**config.mk**
```make
export PLATFORM = sky130hd
export DESIGN_NAME = sdr_app_arbiter
export DESIGN_NICKNAME = d
export VERILOG_FILES = /design/src/rtl/sdr_arb_pkg.sv /design/src/rtl/sdr_rr_pick.sv /design/src/rtl/sdr_app_arbiter.sv
export SDC_FILE = /design/constraint.sdc
export NUM_CORES = 1
export LEC_CHECK = 0
export BUFFER_PORTS_ARGS = -buffer_cell sky130_fd_sc_hd__buf_2
export CORE_AREA = 2 2 117 119
export DETAILED_ROUTE_END_ITERATION = 10
export DIE_AREA = 0 0 119 121
export PLACE_DENSITY = 0.55
export SYNTH_ARGS = -nofsm -noshare
export SYNTH_HDL_FRONTEND = slang
export SYNTH_HIERARCHICAL = 1
export SYNTH_SLANG_ARGS = --single-unit
```
**constraint.sdc**
```tcl
create_clock -name sdram_clk -period 1.9 [get_ports sdram_clk]
set_input_delay 0.285 -clock sdram_clk [delete_from_list [all_inputs] [get_ports sdram_clk]]
set_output_delay 0.285 -clock sdram_clk [all_outputs]
set_load 0.05 [all_outputs]
```
**src/rtl/sdr_arb_pkg.sv**
```systemverilog
// Shared types and defaults for the SDRAM application-port arbiter.
package sdr_arb_pkg;

  typedef enum logic [1:0] {
    IDLE  = 2'd0,
    REQ   = 2'd1,
    WDATA = 2'd2,
    RDATA = 2'd3
  } arb_state_e;

  localparam int DEF_NREQ   = 2;
  localparam int DEF_APP_AW = 26;
  localparam int DEF_BL     = 9;
  localparam int DEF_DW     = 32;

  // Width of a requester index; a lone requester still needs one bit.
  function automatic int idx_width(input int n);
    return (n > 1) ? $clog2(n) : 1;
  endfunction

endpackage

```
**src/rtl/sdr_rr_pick.sv**
```systemverilog
// Combinational round-robin selector: first asserted request after last_grant, wrapping.
module sdr_rr_pick #(
  parameter int NREQ = 2,
  parameter int IW   = 1
) (
  input  logic [NREQ-1:0] req,
  input  logic [IW-1:0]   last_grant,
  output logic [IW-1:0]   pick_idx,
  output logic            pick_valid
);

  int          cand;
  logic [IW-1:0] cand_idx;

  always_comb begin
    pick_idx   = '0;
    pick_valid = 1'b0;
    cand       = 0;
    cand_idx   = '0;
    for (int i = 1; i <= NREQ; i++) begin
      cand = int'(last_grant) + i;
      if (cand >= NREQ) cand = cand - NREQ;
      cand_idx = IW'(cand);
      if (!pick_valid && req[cand_idx]) begin
        pick_valid = 1'b1;
        pick_idx   = cand_idx;
      end
    end
  end

endmodule

```
**src/rtl/sdr_app_arbiter.sv**
```systemverilog
// Round-robin arbiter sharing the sdrc_core application port between NREQ clients,
// holding each grant for a whole write or read burst.
module sdr_app_arbiter
  import sdr_arb_pkg::*;
#(
  parameter int NREQ   = DEF_NREQ,
  parameter int APP_AW = DEF_APP_AW,
  parameter int bl     = DEF_BL,
  parameter int dw     = DEF_DW
) (
  input  logic                   sdram_clk,
  input  logic                   sdram_resetn,
  input  logic                   sdr_init_done,
  input  logic [NREQ-1:0]        req_i,
  input  logic [NREQ*APP_AW-1:0] req_addr_i,
  input  logic [NREQ*bl-1:0]     req_len_i,
  input  logic [NREQ-1:0]        req_wr_n_i,
  output logic [NREQ-1:0]        req_ack_o,
  input  logic [NREQ*dw-1:0]     wr_data_i,
  input  logic [NREQ*dw/8-1:0]   wr_en_n_i,
  output logic [NREQ-1:0]        wr_next_o,
  output logic [dw-1:0]          rd_data_o,
  output logic [NREQ-1:0]        rd_valid_o,
  output logic [NREQ-1:0]        last_rd_o,
  output logic                   busy_o,
  output logic                   app_req,
  output logic [APP_AW-1:0]      app_req_addr,
  output logic [bl-1:0]          app_req_len,
  output logic                   app_req_wr_n,
  input  logic                   app_req_ack,
  output logic [dw-1:0]          app_wr_data,
  output logic [dw/8-1:0]        app_wr_en_n,
  input  logic                   app_wr_next_req,
  input  logic [dw-1:0]          app_rd_data,
  input  logic                   app_rd_valid,
  input  logic                   app_last_rd
);

  localparam int IW = idx_width(NREQ);
  localparam int BE = dw / 8;

  arb_state_e    state;
  logic [IW-1:0] grant;
  logic [IW-1:0] last_grant;
  logic [bl-1:0] beat_cnt;
  logic [IW-1:0] pick_idx;
  logic          pick_valid;

  sdr_rr_pick #(
    .NREQ (NREQ),
    .IW   (IW)
  ) u_pick (
    .req        (req_i),
    .last_grant (last_grant),
    .pick_idx   (pick_idx),
    .pick_valid (pick_valid)
  );

  // last_grant resets to the top index so requester 0 wins the first arbitration.
  always_ff @(posedge sdram_clk or negedge sdram_resetn) begin
    if (!sdram_resetn) begin
      state        <= IDLE;
      grant        <= '0;
      last_grant   <= IW'(NREQ - 1);
      beat_cnt     <= '0;
      app_req      <= 1'b0;
      app_req_addr <= '0;
      app_req_len  <= '0;
      app_req_wr_n <= 1'b1;
    end else begin
      case (state)
        IDLE: begin
          if (sdr_init_done && pick_valid) begin
            grant        <= pick_idx;
            app_req      <= 1'b1;
            app_req_addr <= req_addr_i[pick_idx*APP_AW +: APP_AW];
            app_req_len  <= req_len_i[pick_idx*bl +: bl];
            app_req_wr_n <= req_wr_n_i[pick_idx];
            state        <= REQ;
          end
        end
        REQ: begin
          if (app_req_ack) begin
            app_req    <= 1'b0;
            beat_cnt   <= app_req_len;
            last_grant <= grant;
            if (app_req_wr_n)
              state <= RDATA;
            else if (app_req_len == '0)
              state <= IDLE;
            else
              state <= WDATA;
          end
        end
        // Exit on the beat that takes the count from 1, so beat_cnt never wraps.
        WDATA: begin
          if (app_wr_next_req) begin
            beat_cnt <= beat_cnt - 1'b1;
            if (beat_cnt == bl'(1)) state <= IDLE;
          end
        end
        RDATA: begin
          if (app_rd_valid && app_last_rd) state <= IDLE;
        end
        default: state <= IDLE;
      endcase
    end
  end

  always_comb begin
    req_ack_o   = '0;
    wr_next_o   = '0;
    rd_valid_o  = '0;
    last_rd_o   = '0;
    app_wr_data = wr_data_i[grant*dw +: dw];
    app_wr_en_n = '1;
    case (state)
      REQ:   req_ack_o[grant] = app_req_ack;
      WDATA: begin
        wr_next_o[grant] = app_wr_next_req;
        app_wr_en_n      = wr_en_n_i[grant*BE +: BE];
      end
      RDATA: begin
        rd_valid_o[grant] = app_rd_valid;
        last_rd_o[grant]  = app_rd_valid & app_last_rd;
      end
      default: ;
    endcase
  end

  assign busy_o    = (state != IDLE);
  assign rd_data_o = app_rd_data;

endmodule

```
After elaboration in Yosys (flattened, before gate mapping). Index checks and enable logic that the tools add are counted.

Flip-flop bits (word level): 50. Output and inout bits: 114.

$add $sub $neg: 5. Multipliers: 2. $lt $le $gt $ge: 7. Eq/ne operators: 9. Shift operators: 4. Mux-type cells: 33. Bitwise gates (word level): 5. Reduce and logical (&&, ||, !) cells: 15.

Operators with widths (count): $shiftx A64 B7 Y32 (1); $shiftx A52 B7 Y26 (1); $mux W2 (11); $mux W9 (2); $pmux W9 S2 (1); $shiftx A18 B6 Y9 (1); $mux W1 (15); $mul A1 B4 Y5 const B (2); $ne A2 B2 Y1 const B (5); $eq A9 B1 Y1 const B (1); $logic_not A9 Y1 (1); $sub A9 B1 Y9 const B (1); $and A2 B2 Y2 (4); $lt A1 B2 Y1 const B (4); $pmux W2 S4 (1); $shiftx A8 B4 Y4 (1); $reduce_and A3 Y1 (2); $reduce_bool A2 Y1 (3); $reduce_and A5 Y1 (1); $eq A2 B2 Y1 const B (2); $logic_and A1 B1 Y1 (4); $mux W4 (1); $reduce_and A2 Y1 (2); $add A1 B2 Y3 const B (1); other kinds (11) (12).

Logic depth before layout (Yosys ltp). Gate-level depths: netlist (run 1).

Depth after elaboration: 12. Depth in mapped cells: 7.

By module. Netlist (run 1), hierarchy kept.

By module, submodules not included: sdr_app_arbiter (instances 1, cells each 336, area an instance 3208.1 µm²); sdr_rr_pick (instances 1, cells each 2, area an instance 13.8 µm²).

Least setup slack after synthesis (run 1). No wires, ideal clock.

Path kind: reg2out. Start point: reg grant. End point: out last_rd_o[1]. Arrival: 1878 ps. Required time: 1615 ps. Path slack: -263 ps. Cell stages (with the launch flop): 5. Path buffers: 1. Cell sequence: dfrtp_1 buf_2 inv_1 nor2_1 and2_1.

Cells in the longest elaborated chain, start to end: 6.

RTL lines: start: declaration (line sdr_app_arbiter.sv:43) `logic [IW-1:0] grant;`; start signal: assignment (line sdr_app_arbiter.sv:74) `grant <= pick_idx;`; $lt A1 B2 Y1 (not written as such) or $ge A1 B1 Y1 (tied branches) (line sdr_app_arbiter.sv:125) `last_rd_o[grant] = app_rd_valid & app_last_rd;`; $logic_and A1 B1 Y1 (not written as such) (line sdr_app_arbiter.sv:125); $mux W1 (not written as such) (line sdr_app_arbiter.sv:125); $demux W1 S1 (*) (line sdr_app_arbiter.sv:125); $and A2 B2 Y2 (no line) (*); $mux W2 (*) (line sdr_app_arbiter.sv:117) `case (state)`; end: declaration (line sdr_app_arbiter.sv:24) `output logic [NREQ-1:0] last_rd_o,`.

Every way passes the cells marked *; elsewhere a longest branch is shown, timed or not.

Worst setup path after layout (run 1).
Start point: reg grant. End point: out app_wr_data[26].

Cells in the longest elaborated chain, start to end: 1.

RTL lines: $shiftx A64 B7 Y32 (line sdr_app_arbiter.sv:115) `app_wr_data = wr_data_i[grant*dw +: dw];`; end: declaration (line sdr_app_arbiter.sv:31) `output logic [dw-1:0] app_wr_data,`.

Every way passes these cells.

==> results.toml, run 1 <==
[pwr]
p_leak_nw = 2.28
power.density_nw_per_um2 = 1810
vdd.ir_drop.worst_mv = 0.632
totalPowerFinal_mw = 8.29

[yosys]
synth-async-reset-ratio = 1.00
syn-num-nets = 525
synth-edff-count = 0
synth_ff_type = "dfrtp_1"
syn_inst = 338
synth.yosys.seq_area_share = 0.389
synth.cell_area_um2 = 3220
synth_cell_types = 43
ys_warn_count = 6
synth_seq_cells = 50
synth.avg_cell_area_um2 = 9.53

[timing]
setup_viol = 0
relSlewSlack = 0.571
tightest_slew_ps = 643
report.final.hold_viol_count = 0
period_needed_ps = 1790
achievable-frequency_mhz = 558
clock_skew_ps = 10.4
maxSlewViolCount = 0
postLayoutSetupSlackWorst_ps = 107
grt_setup_unrepaired = "false"
period_share = 0.943

[placement]
gpl.final_weighted_congestion = 0.974
place_inst = 704
placement.io_buffers = 234
detailedPlace.worstSlack_ps = 191
post-dp-hpwl_mm = 9.87

[grt]
antenna_found_initial = 2
globalRoute.totalOverflow = 0
grt_first_pass_wirelength_mm = 18.0
grt_start_max_net_pins = 77
globalRouteTotalUtil = 0.164
via_count_of_the_first_global_routing_pass = 3303

[routing]
drc = 0
drt_pre_antenna_iters = 4
avgRoutedWirePerCell_um = 16.8
drt.antenna.violating_nets = 0
vias = 3256
detailedRoute.firstIterationViolations = 101
routed_wirelength_mm = 12.0
detail_route.vias_per_cell = 4.55

[job]
maxcap_viol_count = 0

[critical_path]
timing.critical_path.to_type = "output port"
worstReg2RegStart = "beat_cnt[0]"
endpoint_required_time_on_the_critical_path_ps = 1620
worstSetupPathType = "flip-flop to output port"
setup.worst_path.start = "grant"
critical_path.max_fanout = 9
worst_setup_path_start_kind = "flip-flop"
worst-endpoint-arrival_ps = 1510

[die]
die_h_um = 121
die_width_um = 119
placement_rows = 42
pin_count = 299
initial_utilization = 0.246
die_footprint_um2 = 14400
core_um2 = 13100

[clocking]
clock_tree.buffer_depth = 2
cts-root-buf = "clkbuf_16"
cts_buffers = 5
cts_tree = "built"
cts_htree_levels = 2
clk_sink_count = 50
clk_transition_reported_paths_ps = 70
postCtsHoldBufs = 0
clk_latency_ps = 290

[cells_and_area]
fillCellCount = 1344
register_area_um2 = 1250
finalNetCount = 724
layout-area-overhead-vs-synth_pct = 41.9
multiInputGateArea_um2 = 1620
instances_no_fill = 716
drive_gt1_frac = 0.550

[outcome]
outcome = "finished clean"

[worst_hold_path]
hold_path_class = "primary input to async pin"
## cell families (layout without fill, tap and decap cells)
| family | Yosys count | count (layout) | synth area share |
|---|---|---|---|
| and+or+nand+nor | 86 | 86 | 0.126 |
| muxes | 73 | 73 | 0.239 |
| AOI/OAI and AO/OA | 71 | 71 | 0.125 |
| buffers and inverters | 56 | 256 | 0.113 |
| DFF | 50 | 50 | 0.389 |
| adders and majority gates | 2 | 2 | 0.00777 |
| other | 0 | 2 | 0 |
## path summary, 6_finish.rpt
path	endpoint	slack [ps]	depth (start not counted)
worst min register to register	app_req	480	1
worst min-delay path	app_req_len[6]	10	1
max in group asynchronous	app_req_addr[18]	1310	2
min in group sdram_clk	app_req_len[3]	290	3
worst max register to register	beat_cnt[6]	180	5
worst max-delay path	app_wr_data[26]	110	3
## cells in the mapped netlist (all sizes together), types with 3 or more instances
| master | number | area [um^2] |
|---|---|---|
| dfrtp | 48 | 1200 |
| o21ai | 10 | 50.1 |
| mux2 | 32 | 360 |
| a21oi | 46 | 230 |
| and2 | 3 | 18.8 |
| nand2 | 12 | 45.0 |
| buf | 52 | 348 |
| a21o | 3 | 22.5 |
| nor2 | 53 | 206 |
| mux2i | 41 | 410 |
| inv | 3 | 11.3 |
| a211oi | 3 | 27.5 |
## area by class of cell
class | instances | area share
well taps | 176 | 0.0482
flip-flops and latches | 50 | 0.274
clock buffers | 6 | 0.0282
clock inverters | 2 | 0.00301
diodes | 2 | 0.00109
multi-input cells | 232 | 0.355
inverters | 3 | 0.00246
repair buffers | 245 | 0.288
## layout by cell type (no fill, tap or decap), drive strengths merged, types with 3 or more instances in the layout
master	count
a211oi	3
a21oi	46
a21o	3
nor2	53
mux2	32
mux2i	41
buf	245
clkbuf	6
inv	3
and2	3
dfrtp	48
nand2	12
o21ai	10
## routing by layer
layer | up-vias | track usage | share of wire
met1 | 1493 | 0.184 | 0.38
met4 | 0 | 0.0878 | 0.040
met3 | 36 | 0.0442 | 0.075
met2 | 172 | 0.283 | 0.50
li1 | 1555 | - | -
met5 | - | 0 | 0
## through the flow
stage / hold slack [ps] / setup TNS [ps] / cell area (um^2) / utilization
global placement: 360 / 0 / 4400 / 0.336
global route: 57.8 / 0 / 4570 / 0.349
CTS: 41.2 / 0 / 4570 / 0.349
floorplan: -10.6 / -15.0 / 3230 / -
detailed placement: 363 / 0 / 4400 / 0.336
finish: 10.3 / 0 / 4570 / 0.349
## worst max-delay path, stage by stage, from the launching register on
cell     delay (ps)
dfrtp_2         440
buf_4           200
mux2_2          360
buf_2           210
## sequential cells by signal, indices dropped and copies added, names as in the netlist
| signal | count |
|---|---|
| app_req_len | 9 |
| app_req | 1 |
| beat_cnt | 9 |
| app_req_addr | 26 |
| app_req_wr_n | 1 |
| grant | 1 |
| last_grant | 1 |
| state | 2 |
## timing repair
action / 4_1_cts / 5_1_grt
cloned: 0 / 0
resized for setup: 0 / 1
buffers inserted: 2 / 0
endpoints found under the setup margin: 23 / 4
## report_power, final
part	switching, mW	internal [mW]
sequential	0.455	1.61
clock	0.403	0.490
combinational	3.77	1.56
Power figures use the tool's default switching activity.
==> inputs of run 2 (changes only) <==
--- a/config.mk
+++ b/config.mk
@@ -5,11 +5,13 @@
 export SDC_FILE = /design/constraint.sdc
 export NUM_CORES = 1
 export LEC_CHECK = 0
+export ABC_AREA = 1
 export BUFFER_PORTS_ARGS = -buffer_cell sky130_fd_sc_hd__buf_2
-export CORE_AREA = 2 2 117 119
+export CORE_AREA = 2 2 115 117
 export DETAILED_ROUTE_END_ITERATION = 10
-export DIE_AREA = 0 0 119 121
-export PLACE_DENSITY = 0.55
+export DIE_AREA = 0 0 117 119
+export HOLD_SLACK_MARGIN = 0.08
+export PLACE_DENSITY = 0.58
 export SYNTH_ARGS = -nofsm -noshare
 export SYNTH_HDL_FRONTEND = slang
 export SYNTH_HIERARCHICAL = 1
==> run 2 against run 1 <==
Compared with the run above: non-clock buffer count is 1 higher; design area is 1.9% higher; largest cell class unchanged; via count is 14% higher; maximum frequency hardly changed; sequential power hardly changed.
==> results.toml, run 2 <==
[placement]
placement.io_buffers = 234
detailedPlace.worstSlack_ps = 296
gpl.final_weighted_congestion = 0.807
post-dp-hpwl_mm = 8.54

[cells_and_area]
multiInputGateArea_um2 = 1640
utilization_after_layout = 0.362
most_common_cell_after_layout_fill_and_taps_aside = "buf_2"
num_antenna_cells = 0
largestRegisters = "app_req_addr: 26 flops, app_req_len: 9 flops, beat_cnt: 9 flops"
layout_common_cells = "buf_2, nand2_1, nor2_1, dfrtp_1, a31oi_1"
finalNetCount = 876
top_register = "app_req_addr"
fillCellCount = 1400
largest_register_ff_count = 26
layout-area-overhead-vs-synth_pct = 39.8
drive_gt1_frac = 0.391
register_area_um2 = 1260

[critical_path]
critical_path.max_fanout = 37
worst-endpoint-arrival_ps = 1510
crit_path_cells = "inv_1 > buf_12 > nand2_1 > nand2_1 > buf_2"
timing.critical_path.max_delay_family = "buffers and inverters"
path_buf_inv = 3
worstSetupPathType = "flip-flop to output port"
endpoint_required_time_on_the_critical_path_ps = 1620
worst_setup_path_start_kind = "flip-flop"
reg2reg_setup_slack_ps = 350
max_stage_delay_ps = 370
critical-path-top-cell-by-count = "nand2_1"
cp_slowest_cell = "dfrtp_1"
timing.critical_path.to_type = "output port"

[die]
initial_utilization = 0.259
die_h_um = 119
pin_count = 299
placement_rows = 42
core_um2 = 12900
die_width_um = 117
die_footprint_um2 = 13900

[yosys]
post-synth-top-count-cell = "nand2_1"
synth_cell_types = 30
syn-num-nets = 682
synth.avg_cell_area_um2 = 6.73
post-synth-top-area-fraction = 0.360
synth_seq_cells = 50
syn_inst = 495
synth.cell_area_um2 = 3330
synth_top_cell_by_area = "dfrtp_1"
synth_commonest_cells = "nand2_1, nor2_1, dfrtp_1"
synth.area.top_cells = "dfrtp_1, nand2_1, buf_4, a31oi_1, nor2_1"
synth_ff_type = "dfrtp_1"
synth-async-reset-ratio = 1.00
synth-edff-count = 0
synth.yosys.seq_area_share = 0.376
ys_warn_count = 6

[timing]
maxSlewViolCount = 0
period_needed_ps = 1790
clock_skew_ps = 5.39
relSlewSlack = 0.636
postLayoutSetupSlackWorst_ps = 106
period_share = 0.944
setup_viol = 0
report.final.hold_viol_count = 0
whs_ps = 233
achievable-frequency_mhz = 557
finalSetupTns_ps = 0
tightest_slew_ps = 545
grt_setup_unrepaired = "false"

[grt]
antenna_found_initial = 0
grt_start_max_net_pins = 43
globalRouteTotalUtil = 0.152
grt_first_pass_wirelength_mm = 16.9
via_count_of_the_first_global_routing_pass = 3450
globalRoute.totalOverflow = 0

[routing]
drt.antenna.violating_nets = 0
drt_pre_antenna_iters = 6
detail_route.vias_per_cell = 4.30
drc = 0
routed_wirelength_mm = 10.8
vias = 3726
detailedRoute.firstIterationViolations = 223
avgRoutedWirePerCell_um = 12.5

[clocking]
cts_buffers = 5
clk_transition_reported_paths_ps = 70
clk_latency_ps = 290
cts_htree_levels = 2
cts_tree = "built"
clock_tree.buffer_depth = 2
cts-root-buf = "clkbuf_16"
clk_sink_count = 50

[worst_hold_path]
hold_path_class = "primary input to flip-flop"

[pwr]
p_leak_nw = 2.53
power.density_nw_per_um2 = 1880
vdd.ir_drop.worst_mv = 0.623
totalPowerFinal_mw = 8.75

[outcome]
outcome = "finished clean"

[job]
maxcap_viol_count = 0
==> run 2: changes by cell type in the layout (fill, tap and decap cells not counted), moves of 10 or more <==
| cell | previous run | this run |
|---|---|---|
| nand2_1 | 12 | 214 |
| a21oi_1 | 46 | 3 |
| mux2i_1 | 41 | 0 |
| a31oi_1 | 0 | 36 |
| mux2_2 | 32 | 0 |
| inv_1 | 3 | 18 |
| nand3_1 | 2 | 16 |
| o21ai_0 | 2 | 12 |
==> run 2: path summary, 6_finish.rpt <==
kind | depth (start not counted) | end | startpoint
max in group asynchronous | 3 | app_req_wr_n | sdram_resetn
min | 3 | app_req_wr_n | req_wr_n_i[1]
max | 5 | app_wr_data[31] | grant
max reg2reg | 7 | app_req_wr_n | state[1]
min reg2reg | 2 | beat_cnt[6] | beat_cnt[6]
min in group asynchronous | 2 | beat_cnt[4] | sdram_resetn
==> run 2: final cells by class <==
type,count,share of cell area
Inverter,21,0.0169
Timing Repair Buffer,246,0.283
Sequential cell,50,0.270
Clock inverter,1,0.00107
Tap cell,176,0.0473
Multi-Input combinational cell,365,0.352
Clock buffer,7,0.0306
==> run 2: timing repair <==
action	CTS	global route
resized for setup	1	3
hold buffers	1	0
hold endpoints to repair	20	0
pin swaps	0	0
setup buffers	0	1
setup endpoints to repair	2	4
==> run 2: kinds of logic after synthesis <==
kind of cell	Yosys count	share of synthesized area
buf+inv	80	0.139
xor+xnor	1	0.00263
flops	50	0.376
simple gates	304	0.369
compound gates	58	0.105
fa+ha+maj	2	0.00751
==> run 2: power by group <==
group	leakage (nW)	internal (mW)	switching, mW
logic	1.90	1.44	4.36
registers	0.562	1.62	0.423
clock network	0.0739	0.523	0.387
==> run 2: routing by layer <==
metal / global-route usage / vias to the layer above / wire length (um)
li1: - / 1933 / -
met1: 0.206 / 1633 / 4930
met2: 0.245 / 139 / 5080
met3: 0.0310 / 21 / 629
met4: 0.0426 / 0 / 187
met5: 0 / - / 0
==> run 2: through the flow <==
stage,cell area (um^2),instances
CTS,4630,865
detailed placement,4470,856
global placement,4470,856
global route,4660,866
floorplan,3340,495
finish,4660,866
==> run 2: worst min-delay path, delay by kind of cell <==
kind                   cells  cell delay [ps]
AOI/OAI and AO/OA          1               80
and+or+nand+nor            1               50
buffers and inverters      1               90
